**src/rtl/axis_demux_pkg.sv**
```systemverilog
// Shared types and constants for the AXI-Stream 1:2 demultiplexer.
package axis_demux_pkg;

  typedef enum logic {
    SOP = 1'b0,
    MID = 1'b1
  } state_e;

  localparam logic DEST_OUT1 = 1'b0;
  localparam logic DEST_OUT2 = 1'b1;

  localparam int CNT_W = 16;
  typedef logic [CNT_W-1:0] cnt_t;

endpackage

```
**src/rtl/axis_skid_buf.sv**
```systemverilog
// Two-entry skid buffer (output register plus skid register) for a generic payload.
// s_ready is a flop, so no combinational path exists from m_ready back to s_ready.
module axis_skid_buf #(
  parameter int W = 8
) (
  input  logic         clk,
  input  logic         rst,
  input  logic [W-1:0] s_data,
  input  logic         s_valid,
  output logic         s_ready,
  output logic [W-1:0] m_data,
  output logic         m_valid,
  input  logic         m_ready
);

  logic [W-1:0] out_data_q, out_data_d;
  logic [W-1:0] skid_data_q, skid_data_d;
  logic         out_valid_q, out_valid_d;
  logic         skid_valid_q, skid_valid_d;
  logic         ready_q, ready_d;
  logic         in_fire;
  logic         out_free;

  assign in_fire  = s_valid & ready_q;
  assign out_free = ~out_valid_q | m_ready;

  // NOTE: every variable gets its hold value first, so no branch can leave it unassigned and infer a latch.
  always_comb begin
    out_valid_d  = out_valid_q;
    out_data_d   = out_data_q;
    skid_valid_d = skid_valid_q;
    skid_data_d  = skid_data_q;
    if (out_free) begin
      if (skid_valid_q) begin
        out_valid_d  = 1'b1;
        out_data_d   = skid_data_q;
        skid_valid_d = 1'b0;
      end else if (in_fire) begin
        out_valid_d = 1'b1;
        out_data_d  = s_data;
      end else begin
        out_valid_d = 1'b0;
      end
    end else if (in_fire) begin
      skid_valid_d = 1'b1;
      skid_data_d  = s_data;
    end
    ready_d = ~skid_valid_d;
  end

  // NOTE: the data registers are reset as well, because the outputs must read zero while in reset.
  always_ff @(posedge clk or posedge rst) begin
    if (rst) begin
      out_valid_q  <= 1'b0;
      out_data_q   <= '0;
      skid_valid_q <= 1'b0;
      skid_data_q  <= '0;
      ready_q      <= 1'b0;
    end else begin
      // NOTE: non-blocking assignments, so every flop samples pre-edge values regardless of statement order.
      out_valid_q  <= out_valid_d;
      out_data_q   <= out_data_d;
      skid_valid_q <= skid_valid_d;
      skid_data_q  <= skid_data_d;
      ready_q      <= ready_d;
    end
  end

  assign s_ready = ready_q;
  assign m_valid = out_valid_q;
  assign m_data  = out_data_q;

endmodule

```
**src/rtl/axis_demux.sv**
```systemverilog
// AXI-Stream 1:2 packet demultiplexer: TDEST on the first beat steers the whole packet.
// Beats pass in order through one shared skid buffer; per-output completed-packet counters.
module axis_demux
  import axis_demux_pkg::*;
#(
  parameter int DATA_WIDTH = 256
) (
  input  logic                  clk,
  input  logic                  reset,
  input  logic [DATA_WIDTH-1:0] AXIS_IN_TDATA,
  input  logic                  AXIS_IN_TVALID,
  input  logic                  AXIS_IN_TLAST,
  input  logic                  AXIS_IN_TDEST,
  output logic                  AXIS_IN_TREADY,
  output logic [DATA_WIDTH-1:0] AXIS_OUT1_TDATA,
  output logic                  AXIS_OUT1_TVALID,
  output logic                  AXIS_OUT1_TLAST,
  input  logic                  AXIS_OUT1_TREADY,
  output logic [DATA_WIDTH-1:0] AXIS_OUT2_TDATA,
  output logic                  AXIS_OUT2_TVALID,
  output logic                  AXIS_OUT2_TLAST,
  input  logic                  AXIS_OUT2_TREADY,
  output logic [CNT_W-1:0]      PKT_COUNT1,
  output logic [CNT_W-1:0]      PKT_COUNT2
);

  localparam int   PW      = DATA_WIDTH + 2;
  localparam cnt_t CNT_ONE = cnt_t'(1);

  state_e          state_q, state_d;
  logic            dest_q, dest_d;
  cnt_t            cnt1_q, cnt1_d, cnt2_q, cnt2_d;
  logic            in_fire;
  logic            beat_dest;
  logic [PW-1:0]   s_payload, m_payload;
  logic            m_valid, m_ready;
  logic            out_dest, out_last;
  logic [DATA_WIDTH-1:0] out_data;
  logic            out1_fire, out2_fire;

  assign in_fire   = AXIS_IN_TVALID & AXIS_IN_TREADY;
  assign beat_dest = (state_q == SOP) ? AXIS_IN_TDEST : dest_q;
  assign s_payload = {beat_dest, AXIS_IN_TLAST, AXIS_IN_TDATA};

  axis_skid_buf #(.W(PW)) u_skid (
    .clk     (clk),
    .rst     (reset),
    .s_data  (s_payload),
    .s_valid (AXIS_IN_TVALID),
    .s_ready (AXIS_IN_TREADY),
    .m_data  (m_payload),
    .m_valid (m_valid),
    .m_ready (m_ready)
  );

  assign out_dest = m_payload[PW-1];
  assign out_last = m_payload[DATA_WIDTH];
  assign out_data = m_payload[DATA_WIDTH-1:0];

  // The destination travels with each beat, so the head beat alone selects the live output.
  assign m_ready          = (out_dest == DEST_OUT1) ? AXIS_OUT1_TREADY : AXIS_OUT2_TREADY;
  assign AXIS_OUT1_TVALID = m_valid & (out_dest == DEST_OUT1);
  assign AXIS_OUT2_TVALID = m_valid & (out_dest == DEST_OUT2);
  assign AXIS_OUT1_TDATA  = out_data;
  assign AXIS_OUT2_TDATA  = out_data;
  assign AXIS_OUT1_TLAST  = out_last;
  assign AXIS_OUT2_TLAST  = out_last;

  assign out1_fire = AXIS_OUT1_TVALID & AXIS_OUT1_TREADY;
  assign out2_fire = AXIS_OUT2_TVALID & AXIS_OUT2_TREADY;

  always_comb begin
    state_d = state_q;
    dest_d  = dest_q;
    if (in_fire) begin
      case (state_q)
        SOP: begin
          dest_d  = AXIS_IN_TDEST;
          state_d = AXIS_IN_TLAST ? SOP : MID;
        end
        MID: begin
          if (AXIS_IN_TLAST) state_d = SOP;
        end
      endcase
    end
  end

  always_comb begin
    cnt1_d = cnt1_q;
    cnt2_d = cnt2_q;
    if (out1_fire && out_last) cnt1_d = cnt1_q + CNT_ONE;
    if (out2_fire && out_last) cnt2_d = cnt2_q + CNT_ONE;
  end

  always_ff @(posedge clk or posedge reset) begin
    if (reset) begin
      state_q <= SOP;
      dest_q  <= DEST_OUT1;
      cnt1_q  <= '0;
      cnt2_q  <= '0;
    end else begin
      state_q <= state_d;
      dest_q  <= dest_d;
      cnt1_q  <= cnt1_d;
      cnt2_q  <= cnt2_d;
    end
  end

  assign PKT_COUNT1 = cnt1_q;
  assign PKT_COUNT2 = cnt2_q;

endmodule
```
**config.mk**
```make
export PLATFORM = sky130hd
export DESIGN_NAME = axis_demux
export DESIGN_NICKNAME = d
export VERILOG_FILES = /design/src/rtl/axis_demux_pkg.sv /design/src/rtl/axis_skid_buf.sv /design/src/rtl/axis_demux.sv
export SDC_FILE = /design/constraint.sdc
export NUM_CORES = 1
export LEC_CHECK = 0
export ABC_AREA = 1
export CORE_AREA = 10 10 314 316
export DETAILED_ROUTE_END_ITERATION = 10
export DIE_AREA = 0 0 324 326
export GPL_TIMING_DRIVEN = 0
export SLEW_MARGIN = 30
export SYNTH_ARGS = -nofsm -noshare
export SYNTH_HDL_FRONTEND = slang
export SYNTH_SLANG_ARGS = --single-unit
```
**constraint.sdc**
```tcl
create_clock -name clk -period 35 [get_ports clk]
set_clock_uncertainty 0.15 [all_clocks]
set_input_delay 7 -clock clk [delete_from_list [all_inputs] [get_ports clk]]
set_output_delay 7 -clock clk [all_outputs]
set_load 0.005 [all_outputs]
```
==> summary.md <==
| Metric | Value |
|---|---|
| CP Buf/Inv Count | `2` |
| Fin worst setup slack | `25.82 ns` |
| Synth cell types | `28` |
| Placement-stage worst setup slack | `around 26 ns` |
| H-tree depth | `3` |
| Hold Vio Cnt, Final | `0` |
| PortBufs | `811` |
| Clock sinks | `between 500 and 600` |
| Slew Limit Fails | `0` |
| Worst-Margin Slew | `~0.75 ns` |
| Post-Syn Nets | `approximately 3,200` |
| Clock share of power | `0.199` |
| #FFs+latches synth | `~550` |
| Rel. slew slack | `0.500` |
| Post-cts resize count | `0` |
| Antenna-violating nets left | `0` |
| Gr ovfl total | `0` |
| Share of cells above drive strength 1 | `0.197` |
| # Post-CTS Setup Buffers | `0` |
| Core region area | `approximately 92,000 µm²` |
| RSZ-0062 raised after global routing | `no` |
| Top cells by area, synth | `dfrtp_1, nand2_1, buf_4` |
| DR vias | `between 20,000 and 25,000` |
| Pwr Total | `between 3000 and 4000 µW` |
| Minimum clock period | `9.18 ns` |
| P&R area growth vs syn | `44.8%` |
| WL per Instance | `just over 20 µm` |
| Synth async-reset ratio | `1.00` |
| CP Data Required Time | `around 28 ns` |
| Commonest cells post-synth | `nand2_1, dfrtp_1, buf_4, mux2i_1, o21ai_1` |
| Worst Path Max Fanout | `4` |
| Die span in y | `about 330 µm` |
| Startpoint type of the worst setup path | `flip-flop` |
| CP Capture Type | `output port` |
| Total die area | `106,000 µm²` |
| CP delay by family, top | `flip-flops` |
| Die X | `324 µm` |
| CTS max path bufs | `3` |
| Initial Util | `0.296` |
| Hold path cells | `2` |
| I/O pins | `between 800 and 900` |
| Most common cell in the netlist | `nand2_1` |
| Yosys warnings | `0` |
| Hold path start | `u_skid.skid_data_q[19]` |
| Setup-failing EPs final | `0` |
| Combinational fraction of design power | `0.480` |
| Critical setup path kind | `flip-flop to output port` |
| Final core occ | `0.429` |
| Final wirelength | `103,000 µm` |
| Gp weighted congestion | `between 0.8 and 0.9` |
| Peak per-stage delay on the critical path | `a little over 0.7 ns` |
| TNS Setup | `0 ns` |
| Status | `completed` |
| DPL Wire Length | `80,400 µm` |
| Vias per cell | `~4.3` |
| Clock slew at reported path FFs | `approximately 0.060 ns` |
| Clock root cell | `clkbuf_16` |
| Hold/Removal Path Class | `flip-flop to flip-flop` |
| Main synth FF type | `dfrtp_1` |
| Synth area leader | `dfrtp_1` |
| Insertion delay to the later sink of the worst-skew pair | `0.62 ns` |
| Hold Path Sink | `u_skid.skid_data_q[19]` |
| Final period util | `0.262` |
| Worst flop-to-flop path startpoint | `u_skid.skid_valid_q` |
| Hold-fix buffers at CTS | `0` |
| Mapped Area | `between 20,000 and 30,000 µm²` |
| Post-synth EDFFs | `0` |
| Static leakage | `0.0187 µW` |
| Row cnt | `roughly 110` |
| # DRC | `0` |
| Critical-path top delay cell | `dfrtp_1` |
| Pin count of the biggest net entering global routing | `87` |
| CTS tree | `done` |
| Cell Pwr Density | `between 90 and 100 nW/µm²` |
| Gr usage total | `0.188` |
| First-pass GRT wire length | `148,000 µm` |
| 1st-pass router iterations | `5` |
| Synth Instances | `between 2,000 and 3,000` |
| R2r worst-path depth | `5` |
| Number of CTS-inserted buffers | `66` |
| Sw Share | `0.343` |
| Nets | `between 4,000 and 5,000` |
| Synth top area share | `0.506` |
| Int Power | `2450 µW` |
| Initial antenna violation count | `about 50` |
| Worst vdd ir | `43.0 µV` |
| FF-to-FF setup slack | `about 33 ns` |
| Detailed Route Iter0 Violations | `around 1,500` |
| Crit path cell chain | `buf_4 > clkdlybuf4s50_1` |
| Max Cap Viol | `0` |
| Worst R2R End | `u_skid.m_data[35]` |
| Reg power frac | `0.321` |
| Sequential-to-total area share from yosys stat | `0.506` |
| NetSw | `around 1300 µW` |
| Critical Path AT | `between 2 and 2.5 ns` |
| Mean Syn Cell Area | `slightly above 9 µm²` |
| Max Clock Freq | `between 0.1 and 0.15 GHz` |
| Vias in the first global route | `between 20,000 and 25,000` |
==> power by group through the flow <==
stage               registers (µW)  logic (µW)  clock network [µW]
global placement              1200        1800                   0
finish                        1200        1790                 742
CTS                           1200        1830                 762
global route                  1230        1950                 790
floorplan                     1080         980                   0
detailed placement            1210        1820                   0
==> cell usage in the layout (no fill, tap or decap), types with 8 or more instances in the layout <==
cell type and n:
inv_1 31, o21ai_1 223, clkbuf_1 38, clkinv_2 13, mux2i_1 258, clkbuf_16 66
buf_2 65, clkbuf_8 14, dfrtp_1 553, o21ai_0 34, nand2_1 1118, diode_2 31
nand3_1 8, nand3b_1 12, clkdlybuf4s50_1 811, buf_6 26, nor2_1 22, buf_4 530
==> stage by stage <==
step	hold slack, ns	std cells	cell area [µm²]
after global placement	0.302	4963	37000
after detailed placement	0.308	4970	37200
after global routing	0.335	5117	39600
after floorplan	0.292	2955	27400
after CTS	0.322	5092	39600
final	0.319	5123	39600
==> how the worst max path moves through the flow <==
| stage | cells after the start | start | slack, ns | to |
|---|---|---|---|---|
| 3_5_place_dp | 7 | AXIS_IN_TVALID | 25.77 | u_skid.m_data[204] |
| 6_report | 2 | u_skid.m_data[229] | 25.82 | AXIS_OUT1_TDATA[229] |
| 4_1_cts | 2 | u_skid.m_data[229] | 25.78 | AXIS_OUT1_TDATA[229] |
| 2_1_floorplan | 1 | reset | 12.39 | PKT_COUNT1[0] |
| 3_3_place_gp | 2 | reset | 4.57 | u_skid.m_data[37] |
| 5_1_grt | 2 | u_skid.m_data[229] | 25.79 | AXIS_OUT1_TDATA[229] |
==> sequential cells by signal, indices dropped and copies added, names as in the netlist <==
register and count:
u_skid.skid_valid_q 1, u_skid.m_valid 1, u_skid.m_data 258, dest_q 1, state_q 1, PKT_COUNT2 16, u_skid.s_ready 1, PKT_COUNT1 16
u_skid.skid_data_q 258
==> logic make-up (layout without fill, tap and decap cells) <==
logic type,Yosys count,in the layout,synth area share
AO/OA/AOI/OAI,265,265,0.0495
XOR/XNOR,14,14,0.00448
adder cells (fa/ha/maj),2,2,0.000914
buffers and inverters,688,1628,0.179
flip-flops,553,553,0.506
multiplexers,260,260,0.0952
other,0,31,0
AND/OR/NAND/NOR,1173,1173,0.166
==> routing by layer <==
layer | routed length [µm] | track usage | vias to the layer above
li1 | - | - | 10700
met1 | 41500 | 0.225 | 10700
met2 | 51300 | 0.318 | 647
met4 | 2440 | 0.0707 | 28
met5 | 183 | 0 | -
met3 | 7530 | 0.0500 | 139
==> tightest hold or removal path, stage by stage, from the launching register on <==
cell and delay, ns:
dfrtp_1 0.34, nand2_1 0.05, nand2_1 0.05
==> area by class of cell <==
| type | instances | area [µm²] |
|---|---|---|
| Tap cell | 1197 | 1500 |
| Timing Repair Buffer | 818 | 8310 |
| Clock buffer | 87 | 1870 |
| Sequential cell | 553 | 13800 |
| Antenna cell | 31 | 77.6 |
| Fill cell | 9107 | 52800 |
| Buffer | 655 | 4760 |
| Multi-Input combinational cell | 1714 | 8650 |
| Clock inverter | 35 | 510 |
| Inverter | 33 | 131 |
No activity file was read; power rests on OpenSTA's default activity.
